==> config.mk <==
export PLATFORM = sky130hd
export DESIGN_NAME = pc_sequencer_flat
export DESIGN_NICKNAME = d
export VERILOG_FILES = /design/src/rtl/pc_seq_pkg.sv /design/src/rtl/pc_sequencer_if.sv /design/src/rtl/ret_addr_stack.sv /design/src/rtl/pc_sequencer.sv /design/src/flat_wrapper.sv
export SDC_FILE = /design/constraint.sdc
export NUM_CORES = 1
export LEC_CHECK = 0
export ABC_AREA = 1
export CAP_MARGIN = 0
export CORE_MARGIN = 2
export CORE_UTILIZATION = 55
export DETAILED_ROUTE_END_ITERATION = 10
export GPL_TIMING_DRIVEN = 0
export PLACE_DENSITY_LB_ADDON = 0.2
export REMOVE_ABC_BUFFERS = 1
export SETUP_SLACK_MARGIN = 0.1
export SLEW_MARGIN = 20
export SYNTH_ARGS = -nofsm -noshare
export SYNTH_HDL_FRONTEND = slang
export SYNTH_SLANG_ARGS = --single-unit
==> constraint.sdc <==
create_clock -name clk -period 3.4 [get_ports clk]
set_clock_uncertainty 0.05 [all_clocks]
set_input_delay 0.68 -clock clk [delete_from_list [all_inputs] [get_ports clk]]
set_output_delay 0.68 -clock clk [all_outputs]
set_load 0.02 [all_outputs]
==> src/rtl/pc_seq_pkg.sv <==
// ---------------------------------------------------------------------------
// pc_seq_pkg : shared types and defaults for the PC fetch/execute sequencer
// Revision 1.0
// ---------------------------------------------------------------------------
`default_nettype none

package pc_seq_pkg;

  localparam int unsigned ADDR_W_DEF      = 15;
  localparam int unsigned STACK_DEPTH_DEF = 4;

  typedef enum logic [2:0] {
    ST_IDLE   = 3'd0,
    ST_FETCH  = 3'd1,
    ST_DECODE = 3'd2,
    ST_EXEC   = 3'd3,
    ST_UPDATE = 3'd4,
    ST_HALT   = 3'd5
  } state_e;

  typedef enum logic {
    UPD_INC  = 1'b0,
    UPD_LOAD = 1'b1
  } upd_kind_e;

endpackage

`default_nettype wire

==> src/rtl/pc_sequencer_if.sv <==
// ---------------------------------------------------------------------------
// pc_sequencer_if : memory / datapath / PC-register signals of the sequencer
// Revision 1.0
// ---------------------------------------------------------------------------
`default_nettype none

interface pc_sequencer_if
  import pc_seq_pkg::*;
#(
  parameter int unsigned ADDR_W = ADDR_W_DEF
);

  logic              start;
  logic              halt_req;
  logic [ADDR_W-1:0] pc_value;
  logic              fetch_req;
  logic              mem_ready;
  logic              ir_valid;
  logic              exec_done;
  logic              branch_taken;
  logic              call_req;
  logic              ret_req;
  logic [ADDR_W-1:0] branch_target;
  logic              pc_load;
  logic              pc_inc;
  logic [ADDR_W-1:0] pc_next;
  logic              halted;
  logic              stack_err;

  // master is the sequencer itself; slave is the surrounding datapath/memory
  modport master (
    input  start, halt_req, pc_value, mem_ready, exec_done,
           branch_taken, call_req, ret_req, branch_target,
    output fetch_req, ir_valid, pc_load, pc_inc, pc_next, halted, stack_err
  );

  modport slave (
    output start, halt_req, pc_value, mem_ready, exec_done,
           branch_taken, call_req, ret_req, branch_target,
    input  fetch_req, ir_valid, pc_load, pc_inc, pc_next, halted, stack_err
  );

endinterface

`default_nettype wire

==> src/rtl/ret_addr_stack.sv <==
// ---------------------------------------------------------------------------
// ret_addr_stack : LIFO of return addresses, pointer runs 0..DEPTH
// Revision 1.0
// ---------------------------------------------------------------------------
`default_nettype none

module ret_addr_stack
  import pc_seq_pkg::*;
#(
  parameter int unsigned ADDR_W = ADDR_W_DEF,
  parameter int unsigned DEPTH  = STACK_DEPTH_DEF
) (
  input  logic              clk,
  input  logic              rst_n,
  input  logic              push_i,
  input  logic              pop_i,
  input  logic [ADDR_W-1:0] data_i,
  output logic [ADDR_W-1:0] data_o,
  output logic              full_o,
  output logic              empty_o
);

  localparam int unsigned IDX_W = $clog2(DEPTH);
  localparam int unsigned PTR_W = IDX_W + 1;

  logic [PTR_W-1:0]  ptr_q, ptr_d;
  logic [IDX_W-1:0]  wr_idx, rd_idx;
  logic              do_push, do_pop;
  logic [ADDR_W-1:0] entry_w [DEPTH];

  assign full_o  = (ptr_q == PTR_W'(DEPTH));
  assign empty_o = (ptr_q == '0);
  assign do_push = push_i & ~full_o;
  assign do_pop  = pop_i & ~empty_o & ~push_i;

  // Low pointer bits address the next free slot; one below it is the top
  assign wr_idx = ptr_q[IDX_W-1:0];
  assign rd_idx = wr_idx - IDX_W'(1);
  assign data_o = entry_w[rd_idx];

  always_comb begin
    ptr_d = ptr_q;
    if (do_push) begin
      ptr_d = ptr_q + PTR_W'(1);
    end else if (do_pop) begin
      ptr_d = ptr_q - PTR_W'(1);
    end
  end

  always_ff @(posedge clk or negedge rst_n) begin
    if (!rst_n) begin
      ptr_q <= '0;
    end else begin
      ptr_q <= ptr_d;
    end
  end

  for (genvar i = 0; i < DEPTH; i++) begin : g_entry
    logic [ADDR_W-1:0] entry_q;

    always_ff @(posedge clk or negedge rst_n) begin
      if (!rst_n) begin
        entry_q <= '0;
      end else if (do_push && (wr_idx == IDX_W'(i))) begin
        entry_q <= data_i;
      end
    end

    assign entry_w[i] = entry_q;
  end

endmodule

`default_nettype wire

==> src/rtl/pc_sequencer.sv <==
// ---------------------------------------------------------------------------
// pc_sequencer : fetch/decode/execute/update FSM driving PC load/inc strobes
// Revision 1.0
// ---------------------------------------------------------------------------
`default_nettype none

module pc_sequencer
  import pc_seq_pkg::*;
#(
  parameter int unsigned ADDR_W      = ADDR_W_DEF,
  parameter int unsigned STACK_DEPTH = STACK_DEPTH_DEF
) (
  input  logic               clk,
  input  logic               rst_n,
  pc_sequencer_if.master     bus
);

  state_e            state_q, state_d;
  upd_kind_e         kind_d;
  logic [ADDR_W-1:0] pc_next_q, pc_next_d;
  logic              fetch_req_q, ir_valid_q, pc_load_q, pc_inc_q, halted_q;
  logic              stack_err_q, stack_err_d;
  logic              push, pop;
  logic [ADDR_W-1:0] ret_addr, stk_top;
  logic              stk_full, stk_empty;

  assign ret_addr = bus.pc_value + ADDR_W'(1);

  ret_addr_stack #(
    .ADDR_W (ADDR_W),
    .DEPTH  (STACK_DEPTH)
  ) u_stack (
    .clk     (clk),
    .rst_n   (rst_n),
    .push_i  (push),
    .pop_i   (pop),
    .data_i  (ret_addr),
    .data_o  (stk_top),
    .full_o  (stk_full),
    .empty_o (stk_empty)
  );

  always_comb begin
    state_d     = state_q;
    kind_d      = UPD_INC;
    pc_next_d   = pc_next_q;
    stack_err_d = stack_err_q;
    push        = 1'b0;
    pop         = 1'b0;
    case (state_q)
      ST_IDLE:   if (bus.start) state_d = ST_FETCH;
      ST_FETCH:  if (bus.mem_ready) state_d = ST_DECODE;
      ST_DECODE: state_d = ST_EXEC;
      ST_EXEC: begin
        if (bus.exec_done) begin
          if (bus.halt_req) begin
            state_d = ST_HALT;
          end else if (bus.ret_req) begin
            if (stk_empty) begin
              stack_err_d = 1'b1;
              state_d     = ST_HALT;
            end else begin
              pop       = 1'b1;
              pc_next_d = stk_top;
              kind_d    = UPD_LOAD;
              state_d   = ST_UPDATE;
            end
          end else if (bus.call_req) begin
            // A call that cannot save its return address must not jump either
            if (stk_full) begin
              stack_err_d = 1'b1;
              state_d     = ST_HALT;
            end else begin
              push      = 1'b1;
              pc_next_d = bus.branch_target;
              kind_d    = UPD_LOAD;
              state_d   = ST_UPDATE;
            end
          end else if (bus.branch_taken) begin
            pc_next_d = bus.branch_target;
            kind_d    = UPD_LOAD;
            state_d   = ST_UPDATE;
          end else begin
            state_d = ST_UPDATE;
          end
        end
      end
      ST_UPDATE: state_d = ST_FETCH;
      ST_HALT:   state_d = ST_HALT;
      default:   state_d = ST_IDLE;
    endcase
  end

  // Outputs are decoded from the next state so they line up with the state register
  always_ff @(posedge clk or negedge rst_n) begin
    if (!rst_n) begin
      state_q     <= ST_IDLE;
      pc_next_q   <= '0;
      fetch_req_q <= 1'b0;
      ir_valid_q  <= 1'b0;
      pc_load_q   <= 1'b0;
      pc_inc_q    <= 1'b0;
      halted_q    <= 1'b0;
      stack_err_q <= 1'b0;
    end else begin
      state_q     <= state_d;
      pc_next_q   <= pc_next_d;
      fetch_req_q <= (state_d == ST_FETCH);
      ir_valid_q  <= (state_d == ST_DECODE);
      pc_load_q   <= (state_d == ST_UPDATE) && (kind_d == UPD_LOAD);
      pc_inc_q    <= (state_d == ST_UPDATE) && (kind_d == UPD_INC);
      halted_q    <= (state_d == ST_HALT);
      stack_err_q <= stack_err_d;
    end
  end

  assign bus.fetch_req = fetch_req_q;
  assign bus.ir_valid  = ir_valid_q;
  assign bus.pc_load   = pc_load_q;
  assign bus.pc_inc    = pc_inc_q;
  assign bus.pc_next   = pc_next_q;
  assign bus.halted    = halted_q;
  assign bus.stack_err = stack_err_q;

endmodule

`default_nettype wire
==> src/flat_wrapper.sv <==
// flat-port wrapper written by rule: the top's interface ports become plain ports
module pc_sequencer_flat import pc_seq_pkg::*;
#(
  parameter int unsigned ADDR_W      = ADDR_W_DEF,
  parameter int unsigned STACK_DEPTH = STACK_DEPTH_DEF
)
  (clk, rst_n, bus_start, bus_halt_req, bus_pc_value, bus_mem_ready, bus_exec_done, bus_branch_taken, bus_call_req, bus_ret_req, bus_branch_target, bus_fetch_req, bus_ir_valid, bus_pc_load, bus_pc_inc, bus_pc_next, bus_halted, bus_stack_err);
  pc_sequencer_if #(.ADDR_W(ADDR_W)) bus_i ();
  input  logic clk;
  input  logic rst_n;
  input wire logic [$bits(bus_i.start)-1:0] bus_start;
  input wire logic [$bits(bus_i.halt_req)-1:0] bus_halt_req;
  input wire logic [$bits(bus_i.pc_value)-1:0] bus_pc_value;
  input wire logic [$bits(bus_i.mem_ready)-1:0] bus_mem_ready;
  input wire logic [$bits(bus_i.exec_done)-1:0] bus_exec_done;
  input wire logic [$bits(bus_i.branch_taken)-1:0] bus_branch_taken;
  input wire logic [$bits(bus_i.call_req)-1:0] bus_call_req;
  input wire logic [$bits(bus_i.ret_req)-1:0] bus_ret_req;
  input wire logic [$bits(bus_i.branch_target)-1:0] bus_branch_target;
  output wire logic [$bits(bus_i.fetch_req)-1:0] bus_fetch_req;
  output wire logic [$bits(bus_i.ir_valid)-1:0] bus_ir_valid;
  output wire logic [$bits(bus_i.pc_load)-1:0] bus_pc_load;
  output wire logic [$bits(bus_i.pc_inc)-1:0] bus_pc_inc;
  output wire logic [$bits(bus_i.pc_next)-1:0] bus_pc_next;
  output wire logic [$bits(bus_i.halted)-1:0] bus_halted;
  output wire logic [$bits(bus_i.stack_err)-1:0] bus_stack_err;
  assign bus_i.start = bus_start;
  assign bus_i.halt_req = bus_halt_req;
  assign bus_i.pc_value = bus_pc_value;
  assign bus_i.mem_ready = bus_mem_ready;
  assign bus_i.exec_done = bus_exec_done;
  assign bus_i.branch_taken = bus_branch_taken;
  assign bus_i.call_req = bus_call_req;
  assign bus_i.ret_req = bus_ret_req;
  assign bus_i.branch_target = bus_branch_target;
  assign bus_fetch_req = bus_i.fetch_req;
  assign bus_ir_valid = bus_i.ir_valid;
  assign bus_pc_load = bus_i.pc_load;
  assign bus_pc_inc = bus_i.pc_inc;
  assign bus_pc_next = bus_i.pc_next;
  assign bus_halted = bus_i.halted;
  assign bus_stack_err = bus_i.stack_err;
  pc_sequencer #(.ADDR_W(ADDR_W), .STACK_DEPTH(STACK_DEPTH)) u_core (.clk(clk), .rst_n(rst_n), .bus(bus_i));
endmodule
==> summary.txt, run 1 <==
Layout
  • Fraction of layout instances using a drive strength above 1: under 10%
  • Register area: about 2200 um^2
  • Area grow syn2layout: 17.9%
  • Final net count: 668
  • Final Cell Area: 5350 um^2
  • Diodes inserted: 0
  • Area of the multi-input gates: 2020 um^2
  • Number of fill cells: 707

Logic synthesis
  • Ys flop type: dfrtp_1
  • Seq/Total Area, Yosys: 48.0%
  • Yosys warning count: 0
  • Mapped cell area: approximately 4500 um^2
  • Asr flop ratio synth: 100%
  • Cells after synthesis: 572
  • Share of Yosys cell area claimed by the top area cell type: 48.0%
  • FF+latch count, synth: 87
  • Post-synth EDFFs: 0
  • Top cells by area, synth: dfrtp_1 48%, nand2_1 14%, nand3_1 5.9%
  • Synthesized area per cell: 7.92 um^2
  • Most frequent cells after synthesis: 175 x nand2_1, 87 x dfrtp_1, 53 x nand3_1, 53 x nor2_1, 48 x o21ai_0
  • Cell taking the most area after synthesis: dfrtp_1
  • Post-synthesis cell type count: 30
  • Cell with the most instances after synthesis: nand2_1

Global route
  • Gr usage total: 26.2%
  • Vias in the first global route: 3628
  • First-pass GRT wire length: 17900 um
  • Largest net degree at the start of global routing: 52
  • Initial antenna violation count: 0
  • Total global routing overflow: 0

Clock tree
  • Clock slew at reported path FFs: 0.09 ns
  • Latest clock arrival within the worst-skew pair: 0.36 ns
  • Post-CTS setup buffer count: 0
  • Sink Count: 87
  • H-tree depth: 3
  • Clk buf depth: 2
  • Clock root buffer: clkbuf_8
  • CTS tree: yes
  • TritonCTS buffer count: 9

Power
  • Power density cells: 746 nW/um^2
  • Leakage power: 0.00264 uW
  • Worst VDD drop: 0.296 mV

Placement
  • Port Buffer Count: slightly below 60
  • HPWL after detailed placement: 7220 um
  • Cell area after placement: around 5100 um^2
  • Final RePlAce weighted congestion: about 0.85
  • DP Worst Slack: 0.277 ns

Timing
  • Post-route setup TNS: 0 ns
  • Slew @ Worst Pin: ~0.67 ns
  • RSZ-0062 raised after global routing: false
  • Minimum clock period: 2.85 ns
  • Hold Vio Cnt, Final: 0
  • Part of the cycle the worst path needs: 83.7%
  • Final Worst Setup Slack: 0.554 ns
  • Max-slew violations: 0
  • Setup Viol. Count Final: 0
  • Fmax: roughly 350 MHz
  • Worst slew margin: 55.5%

Floorplanning
  • FP Rows: 33
  • Die area: 8980 um^2
  • Starting Density: 56.0%
  • Top-Level Pins: 60
  • Die Y: 94.8 um
  • Core ar.: 8090 um^2
  • Die X-Extent: 94.8 um

Route
  • Drt total wl: 10900 um
  • DR vias/cell: approximately 5.4
  • Iteration count of the initial detailed-routing pass: 5
  • DR vias: 3928
  • Post-DRT Antenna Nets: 0
  • Drc violations: 0
  • Wire per inst: 14.9 um
  • Iter 0 DRT Violations: roughly 270

Setup path
  • Crit end category: register
  • Critical-path maximum fanout: 21
  • Largest stage delay, worst path: 0.75 ns
  • Critical R2R Capture: u_core.bus.pc_next[0]
  • CP Launch Type: register
  • Crit-path cells: inv_1 -> ha_2 -> clkinv_1 -> nor2_1 -> o21ai_0 -> nand3_1 -> nand3_1 -> nand2_1
  • Worst r2r path cells: 8
  • Register-to-register setup slack: between 0.5 and 0.6 ns
  • Critical path class: reg -> reg
  • Cell mode on critical path: nand3_1
  • Crit path DAT: 3.10 ns
  • Reg2Reg Launch Point: u_core.u_stack.ptr_q[0]
  • Crit path max-delay cell type: ha_2
  • CP required: 3.66 ns

Flow run
  • MaxCap Viol Count: 0

Hold path
  • Hold crit path type: in -> async

Outcome
  • Status: finished clean
-- routing by layer --
metal	global-route usage, %	part of all wire, %
met1	36.7	46
met2	41.6	47
met3	4.95	5.8
met4	7.97	1.1
met5	0	0
-- registers in the layout, indices dropped and copies added, names as in the netlist --
| name | cells |
|---|---|
| u_core.bus.pc_load | 1 |
| u_core.bus.fetch_req | 1 |
| u_core.bus.pc_inc | 1 |
| u_core.bus.ir_valid | 1 |
| u_core.state_q | 3 |
| u_core.bus.halted | 1 |
| u_core.bus.pc_next | 15 |
| u_core.u_stack.g_entry.entry_q | 60 |
| u_core.u_stack.ptr_q | 3 |
| u_core.bus.stack_err | 1 |
-- cells in the final DEF, fill, tap and decap left out, types with 10 or more instances in the layout --
cell type and n:
clkbuf_8 10, nand2_1 175, a21oi_1 13, clkdlybuf4s50_1 57
o21ai_0 48, dfrtp_1 86, o21ai_2 10, or2_2 15
nand3_1 53, inv_1 45, nor2_1 53
-- cell families (layout without fill, tap and decap cells) --
| logic type | count (synthesis) | in the layout | share of synthesized area, % |
|---|---|---|---|
| and+or+nand+nor | 311 | 311 | 30.1 |
| AOI/OAI and AO/OA | 88 | 88 | 11.0 |
| DFF | 87 | 87 | 48.0 |
| buffers and inverters | 72 | 128 | 7.45 |
| xor gates and xnor gates | 8 | 8 | 1.55 |
| adders and majority gates | 6 | 6 | 1.82 |
-- how the worst max path moves through the flow --
stage                                  from                       to  slack [ns]
global route        u_core.u_stack.ptr_q[0]    u_core.bus.pc_next[0]        0.37
global placement                      rst_n    u_core.bus.pc_next[8]       -1.53
CTS                 u_core.u_stack.ptr_q[0]    u_core.bus.pc_next[0]        0.25
finish              u_core.u_stack.ptr_q[0]    u_core.bus.pc_next[0]        0.55
floorplan           u_core.u_stack.ptr_q[0]  u_core.u_stack.ptr_q[2]        0.29
detailed placement  u_core.u_stack.ptr_q[0]    u_core.bus.pc_next[0]        0.28
-- power breakdown --
group          switching [uW]  internal [uW]
Sequential                207           1380
Clock                     381            363
Combinational             998            660
-- worst max-delay path, delay by kind of cell (launching register included) --
kind | cells | cell delay [ns]
compound gates | 1 | 0.10
fa+ha+maj | 1 | 0.75
simple gates | 4 | 0.52
flops | 1 | 0.55
buf+inv | 2 | 0.81
-- metrics by stage --
step | hold WS (ns) | std cells | power, uW | utilization, %
2_1_floorplan | 0.334 | 551 | 2610 | -
3_3_place_gp | 0.405 | 715 | 3140 | 63.1
3_5_place_dp | 0.408 | 717 | 3230 | 63.5
4_1_cts | 0.311 | 733 | 3980 | 66.0
5_1_grt | 0.343 | 733 | 4280 | 66.0
6_report | 0.299 | 733 | 3990 | 66.0
-- area by class of cell --
cell class                      count  share of cell area [%]
Tap cell                          105                    2.46
Clock inverter                      4                    1.03
Multi-Input combinational cell    413                    37.8
Clock buffer                       12                    2.72
Timing Repair Buffer               61                    11.7
Sequential cell                    87                    40.8
Inverter                           51                    3.58
-- repair_timing --
action / in CTS / in global routing
setup endpoints to repair: 0 / 7
gates resized for setup: 0 / 1
hold endpoints to repair: 0 / 0
hold buffers: 0 / 0
Note: power is estimated with default switching activity, not from simulation.
==> run 2, diff against run 1 <==
--- a/config.mk
+++ b/config.mk
@@ -8,7 +8,7 @@
 export ABC_AREA = 1
 export CAP_MARGIN = 0
 export CORE_MARGIN = 2
-export CORE_UTILIZATION = 55
+export CORE_UTILIZATION = 50
 export DETAILED_ROUTE_END_ITERATION = 10
 export GPL_TIMING_DRIVEN = 0
 export PLACE_DENSITY_LB_ADDON = 0.2
==> constraint.sdc (replaced) <==
create_clock -name clk -period 2.5 [get_ports clk]
set_clock_uncertainty 0.05 [all_clocks]
set_input_delay 0.5 -clock clk [delete_from_list [all_inputs] [get_ports clk]]
set_output_delay 0.5 -clock clk [all_outputs]
set_load 0.02 [all_outputs]
==> summary.txt, run 2 (synthesis gave the netlist of run 1 again) <==
Layout
  • Most frequent cells in the layout: 175 x nand2_1, 86 x dfrtp_1, 57 x clkdlybuf4s50_1, 53 x nand3_1, 52 x nor2_1
  • Fraction of layout instances using a drive strength above 1: 11.6% (+2.2 points)
  • Register area: 2180 um^2 (+0.11%)
  • Diodes inserted: 0 (unchanged)
  • Final net count: 678 (+1.5%)
  • Area grow syn2layout: 20.6%
  • Commonest non-fill, non-tap cell in the layout: nand2_1
  • Max reg flops: 60 (unchanged)
  • Final Cell Area: 5470 um^2 (+2.3%)
  • Area of the multi-input gates: 2050 um^2 (+1.5%)
  • Biggest register: u_core.u_stack.g_entry.entry_q
  • Number of fill cells: 792 (+12%)

Global route
  • Largest net degree at the start of global routing: 59 (+13%)
  • Initial antenna violation count: 0 (unchanged)
  • GRT Max-Usage Layer: met2
  • Global routing usage on met3: 2.67% (-2.3 points)
  • Met2 usage: 38.4% (-3.2 points)
  • Vias in the first global route: 3862 (+6.4%)
  • Total global routing overflow: 0 (unchanged)
  • Gr usage total: 24.3% (-1.9 points)
  • Met1 global-route usage: 34.6% (-2.2 points)
  • First-pass GRT wire length: 19000 um (+6.1%)

Clock tree
  • Clk buf depth: 2 (unchanged)
  • CTS tree: yes
  • H-tree depth: 3 (unchanged)
  • Latest clock arrival within the worst-skew pair: 0.36 ns (about the same)
  • Hold-fix buffers, CTS: 0 (unchanged)
  • Sink Count: 87 (unchanged)
  • Clock slew at reported path FFs: 0.09 ns (about the same)
  • Clock root buffer: clkbuf_8
  • TritonCTS buffer count: 9 (unchanged)

Placement
  • HPWL after detailed placement: 7220 um (about the same)
  • Final RePlAce weighted congestion: 0.886 (+4.6%)
  • Cell area after placement: 5160 um^2 (+0.37%)
  • DP Worst Slack: -0.993 ns (-1.27 ns)
  • Port Buffer Count: 59 (unchanged)

Timing
  • Max-slew violations: 0 (unchanged)
  • Final Worst Setup Slack: 0.241 ns (-0.313 ns)
  • RSZ-0062 raised after global routing: true
  • Setup Viol. Count Final: 0 (unchanged)
  • Post-route setup TNS: 0 ns (unchanged)
  • Part of the cycle the worst path needs: 90.4% (+6.7 points)
  • Hold Slack: 0.0153 ns (-0.283 ns)
  • Hold Vio Cnt, Final: 0 (unchanged)
  • Minimum clock period: 2.26 ns (-0.587 ns)
  • Slew @ Worst Pin: 0.663 ns (-0.00381 ns)
  • Worst slew margin: 55.8% (+0.25 points)
  • Fmax: 443 MHz (+26%)

Setup path
  • Reg2Reg Launch Point: u_core.u_stack.ptr_q[0]
  • Crit end category: register
  • Register-to-register setup slack: 0.24 ns (-0.31 ns)
  • CP required: 2.71 ns (-0.95 ns)
  • CP Launch Type: register
  • Critical path class: reg -> reg
  • Critical R2R Capture: u_core.u_stack.g_entry[0].entry_q[11]
  • Worst r2r path cells: 12 (+4)
  • Critical-path maximum fanout: 27 (+29%)
  • Crit path DAT: 2.47 ns (-0.63 ns)

Power
  • Leakage power: 0.00269 uW (+1.8%)
  • Worst VDD drop: 0.541 mV (+82%)
  • Power density cells: 1020 nW/um^2 (+36%)

Route
  • DR vias: 3979 (+1.3%)
  • Wire per inst: 15.2 um (+2.4%)
  • Post-DRT Antenna Nets: 0 (unchanged)
  • DR vias/cell: 5.33 (-0.47%)
  • Drc violations: 0 (unchanged)
  • Iter 0 DRT Violations: 255 (-6.3%)
  • Iteration count of the initial detailed-routing pass: 5 (unchanged)
  • Drt total wl: 11400 um (+4.2%)

Floorplanning
  • Starting Density: 51.7% (-4.3 points)
  • FP Rows: 34 (+3.0%)
  • Die area: 9840 um^2 (+9.6%)
  • Core ar.: 8760 um^2 (+8.3%)
  • Die Y: 99.2 um (+4.7%)
  • Die X-Extent: 99.2 um (+4.7%)
  • Top-Level Pins: 60 (unchanged)

Hold path
  • Hold crit path type: in -> async

Outcome
  • Status: finished clean

Flow run
  • MaxCap Viol Count: 0 (unchanged)
## run 2: changes by cell type in the layout (fill, tap and decap cells not counted), moves of 2 or more
cell and change:
buf_4 +9, buf_12 -2, buf_16 +2, clkinvlp_4 +2
inv_6 +2, nor2_4 +2
## run 2: worst max-delay path by stage
stage                                                  to  slack (ns)               startpoint  cells after the start
floorplan                         u_core.u_stack.ptr_q[2]       -0.61  u_core.u_stack.ptr_q[0]                     11
global placement     u_core.u_stack.g_entry[0].entry_q[8]       -2.24                    rst_n                      1
detailed placement                  u_core.bus.pc_next[0]       -0.99  u_core.u_stack.ptr_q[0]                      9
CTS                                 u_core.bus.pc_next[0]        0.16  u_core.u_stack.ptr_q[0]                      9
global route                        u_core.bus.pc_next[0]        0.09  u_core.u_stack.ptr_q[0]                      9
finish              u_core.u_stack.g_entry[0].entry_q[11]        0.24  u_core.u_stack.ptr_q[0]                     12
## run 2: report_power, final
part           leakage [uW]  switching, uW  internal [uW]
sequential          0.00111            254           1880
clock             0.0000973            527            470
combinational       0.00149           1450            983
total               0.00269           2230           3330
## run 2: layout make-up
cell class	count	share of cell area, %
clock buffer	10	2.33
multi-input combinational	414	37.5
sequential	87	39.9
clock inverter	6	1.26
inverter	51	3.64
tap	108	2.47
timing repair buffer	70	12.9
## run 2: critical path, stage by stage (launching register included)
cell        delay, ns
dfrtp_4          0.45
buf_16           0.17
clkinvlp_4       0.13
ha_4             0.19
nand2_1          0.07
nand2_1          0.09
nor2_4           0.13
nand2_4          0.14
buf_4            0.20
nor2_4           0.15
buf_4            0.20
nand3_1          0.09
o21ai_0          0.10
## run 2: what timing repair did
item	4_1_cts	5_1_grt
setup buffers	5	4
pin swaps	2	1
endpoints found under the hold margin	0	0
gates cloned	1	0
gates resized for setup	5	4
endpoints found under the setup margin	80	28
## run 2: layer usage
layer	share of wire, %	routed length, um
met5	0	0
met4	1.7	199
met3	5.5	630
met2	47	5360
met1	46	5180
## run 2: metrics by stage
| stage | instances | total power [uW] | utilization (%) |
|---|---|---|---|
| after floorplan | 551 | 3550 | - |
| after global placement | 718 | 4290 | 58.3 |
| after detailed placement | 720 | 4430 | 58.9 |
| after CTS | 742 | 5540 | 61.9 |
| after global routing | 746 | 5970 | 62.4 |
| final | 746 | 5560 | 62.4 |
==> run 3, diff against run 2 <==
--- a/config.mk
+++ b/config.mk
@@ -9,6 +9,7 @@
 export CAP_MARGIN = 0
 export CORE_MARGIN = 2
 export CORE_UTILIZATION = 50
+export CTS_CLUSTER_DIAMETER = 30
 export DETAILED_ROUTE_END_ITERATION = 10
 export GPL_TIMING_DRIVEN = 0
 export PLACE_DENSITY_LB_ADDON = 0.2
==> results of run 3 <==
Same layout as run 2: the final DEF is identical, and so are final timing and power.
==> RTL edit 1 (flow settings as in run 3) <==
Change the package constant `STACK_DEPTH_DEF` from 4 to 2.
--- a/src/rtl/pc_seq_pkg.sv
+++ b/src/rtl/pc_seq_pkg.sv
@@ -7,7 +7,7 @@
 package pc_seq_pkg;
 
   localparam int unsigned ADDR_W_DEF      = 15;
-  localparam int unsigned STACK_DEPTH_DEF = 4;
+  localparam int unsigned STACK_DEPTH_DEF = 2;
 
   typedef enum logic [2:0] {
     ST_IDLE   = 3'd0,
Function: no difference found for any inputs over 10 cycles, from zero or initial values and one cycle with rst_n low; that may be too few to reach the edited logic, so the function may still have changed.
==> RTL edit 1 against run 3 <==
Worst setup slack better by 0.037 ns. Routed wire length shrank 44%. Critical path type is now in2reg. Largest power group is now sequential cells. Global-route usage decreased by 2.4 points. Register-to-register slack better by 0.11 ns. Design area fell by 33%. Non-clock buffer count decreased by 11. Sequential cell count is 31 lower. Worst hold slack gained 0.16 ns. Power fell by 43%. Area after synthesis down 35%.
==> RTL edit 1: results <==
{
  "first_global_vias": 2505,
  "gr-usage-met1_pct": 29.7,
  "synth-compound-area-share_pct": 15.0,
  "detail_route.wirelength.met1_mm": 3.02,
  "grt_first_pass_wirelength_mm": 11.2,
  "share_seq_of_total_power_pct": 43.6,
  "synth_area_leaders": "dfrtp_1 47%, nand2_1 17%, o21ai_2 5.0%",
  "critPathSlowestCell": "dlygate4sd2_1",
  "pwr-share-clk_pct": 19.2,
  "globalRouteMet3Util_pct": 3.67,
  "route.met2.wl_mm": 2.97,
  "overall_fraction_of_global_route_tracks_in_use_pct": 21.9,
  "ys_seq_area_share_pct": 47.5,
  "p_leak_nw": 1.75,
  "layout.nets": 463,
  "highest_cell_delay_on_the_worst_timing_path_ns": 0.71,
  "detailedPlacementHpwl_mm": 4.33,
  "number_of_flip_flops_in_the_largest_register": 30,
  "grt_max_degree": 57,
  "gpl.final_weighted_congestion": 0.909,
  "synth-xor-area-share_pct": 1.78,
  "synthAdderAreaFrac_pct": 0.424,
  "routedWlPerCell_um": 12.9,
  "worstSkewPairLatency_ns": 0.31,
  "regToRegSetupSlack_ns": 0.35,
  "final.fill_count": 505,
  "run_status": "complete, no violations",
  "cellPowerDensity_nw_per_um2": 869,
  "worstRegToRegCells": 8
}
## RTL edit 1: cell types whose count changed after synthesis, moves of 12 or more
cell,before,now
dfrtp_1,87,56
a21oi_1,13,1
o21a_1,0,15
nor2_1,53,36
o21ai_0,48,16
nand2_1,175,135
nand3_1,53,12
inv_1,45,19
or2_2,15,0
## RTL edit 1: cell type report
class,count,share of cell area [%]
Clock buffer,6,2.00
Clock inverter,2,1.07
Inverter,24,2.55
Multi-Input combinational cell,277,37.2
Sequential cell,56,38.6
Tap cell,72,2.48
Timing Repair Buffer,59,16.1
## RTL edit 1: per-stage QoR
step	cells	util (%)	hold WS [ns]	cell area (sq um)	setup slack (ns)
2_1_floorplan	357	-	0.154	2850	0.736
3_3_place_gp	488	62.9	0.409	3530	-0.834
3_5_place_dp	488	62.8	0.411	3520	-0.459
4_1_cts	496	64.9	0.207	3640	0.311
5_1_grt	496	64.9	0.236	3640	0.115
6_report	496	64.9	0.177	3640	0.278
==> RTL edit 2 (config.mk and constraints of run 3) <==
Without the edit above. Encoding of `state_e`: now one-hot (6 bits for 6 states).
--- a/src/rtl/pc_seq_pkg.sv
+++ b/src/rtl/pc_seq_pkg.sv
@@ -9,13 +9,13 @@
   localparam int unsigned ADDR_W_DEF      = 15;
   localparam int unsigned STACK_DEPTH_DEF = 4;
 
-  typedef enum logic [2:0] {
-    ST_IDLE   = 3'd0,
-    ST_FETCH  = 3'd1,
-    ST_DECODE = 3'd2,
-    ST_EXEC   = 3'd3,
-    ST_UPDATE = 3'd4,
-    ST_HALT   = 3'd5
+  typedef enum logic [5:0] {
+    ST_IDLE   = 6'b000001,
+    ST_FETCH  = 6'b000010,
+    ST_DECODE = 6'b000100,
+    ST_EXEC   = 6'b001000,
+    ST_UPDATE = 6'b010000,
+    ST_HALT   = 6'b100000
   } state_e;
 
   typedef enum logic {
Check against the original RTL: same outputs for any inputs over 10 cycles, from zero or initial values and one cycle with rst_n low; not proved beyond that.
==> RTL edit 2 against run 3 <==
Sequential share of layout area is 0.27 points higher. Routed wire length hardly changed. Area after synthesis is 3.7% higher. Sequential cell count is 3 higher. Die area is 3.5% higher. Critical path depth stayed put. Worst setup slack worse by 0.0013 ns. Design area is 2.9% higher. Critical path type unchanged. Critical endpoint is now u_core.u_stack.ptr_q[2]. Highest routed layer unchanged.
Power is not compared: it rests on default switching activity, and its combinational part moved more than twofold at a synthesized area within 25%.
==> RTL edit 2: results <==
{
  "critPathSlowestCell": "dfrtp_1",
  "final.fill_count": 844,
  "ys_seq_area_share_pct": 47.9,
  "layout-drive-gt1-share_pct": 8.01,
  "cts-root-to-sink-buffers": 2,
  "numPlacedInstances": 788,
  "synthAdderAreaFrac_pct": 1.76,
  "overall_fraction_of_global_route_tracks_in_use_pct": 23.8,
  "area_used_by_multi_input_combinational_logic_sq_um": 2200,
  "critPathCapture": "u_core.u_stack.ptr_q[2]",
  "run_status": "complete, no violations",
  "detailedPlacementHpwl_mm": 7.47,
  "regToRegEndpoint": "u_core.u_stack.ptr_q[2]",
  "cts_resized": 7,
  "synth-xor-area-share_pct": 2.05,
  "whs_ns": 0.0183,
  "gpl.final_weighted_congestion": 0.779,
  "first_global_vias": 4069,
  "critical_path_peak_fanout": 5,
  "worstSetupStartpoint": "u_core.state_q[1]",
  "synth-compound-area-share_pct": 1.36,
  "worst_pin_slew_ns": 0.625,
  "dr_vias_cell": 5.20,
  "critical_path.top_delay_family": "simple AND/OR/NAND/NOR gates",
  "pre_cts_ws_ns": -1.18,
  "routedWlPerCell_um": 14.1,
  "drt-initial-drc-count": 252,
  "netlist_top_cells_count": "350 x nand2_1, 89 x dfrtp_1, 60 x nand3_1, 30 x inv_1, 28 x nor2_1",
  "post-route-min-period_ns": 2.26,
  "worstSkewPairLatency_ns": 0.37,
  "drtPass1Iterations": 7,
  "dpl-instance-area_sq_um": 5320,
  "synth_area_leaders": "dfrtp_1 47%, nand2_1 28%, nand3_1 6.4%"
}
==> RTL edit 2: cell count changes in the layout (fill, tap and decap cells not counted), sizes merged, moves of 5 or more <==
cell	change
a21oi	-13
buf	-6
inv	-17
nand2	+178
nand3	+9
nor2	-21
o211ai	-5
o21ai	-62
or2	-13
==> RTL edit 2: kinds of logic after synthesis <==
kind of cell	Yosys count
adders and majority gates	6
buffers and inverters	58
AOI/OAI and AO/OA	10
xor gates and xnor gates	11
DFF	90
and+or+nand+nor	464
==> RTL edit 2: routing by layer <==
layer	up-vias	wire length, um	global-route usage (%)	share of wire [%]
li1	2080	-	-	-
met1	1990	5110	31.3	45
met2	127	5400	40.8	47
met4	0	156	8.11	1.4
met5	-	0	0	0
met3	15	719	2.70	6.3
==> RTL edit 2: cell type report <==
type                       count  share of cell area (%)
multi-input combinational    491                    39.1
timing repair inverter         1                  0.0890
inverter                      36                    2.60
timing repair buffer          65                    11.7
sequential                    90                    40.1
tap                          111                    2.47
clock buffer                  10                    2.27
clock inverter                 6                    1.62
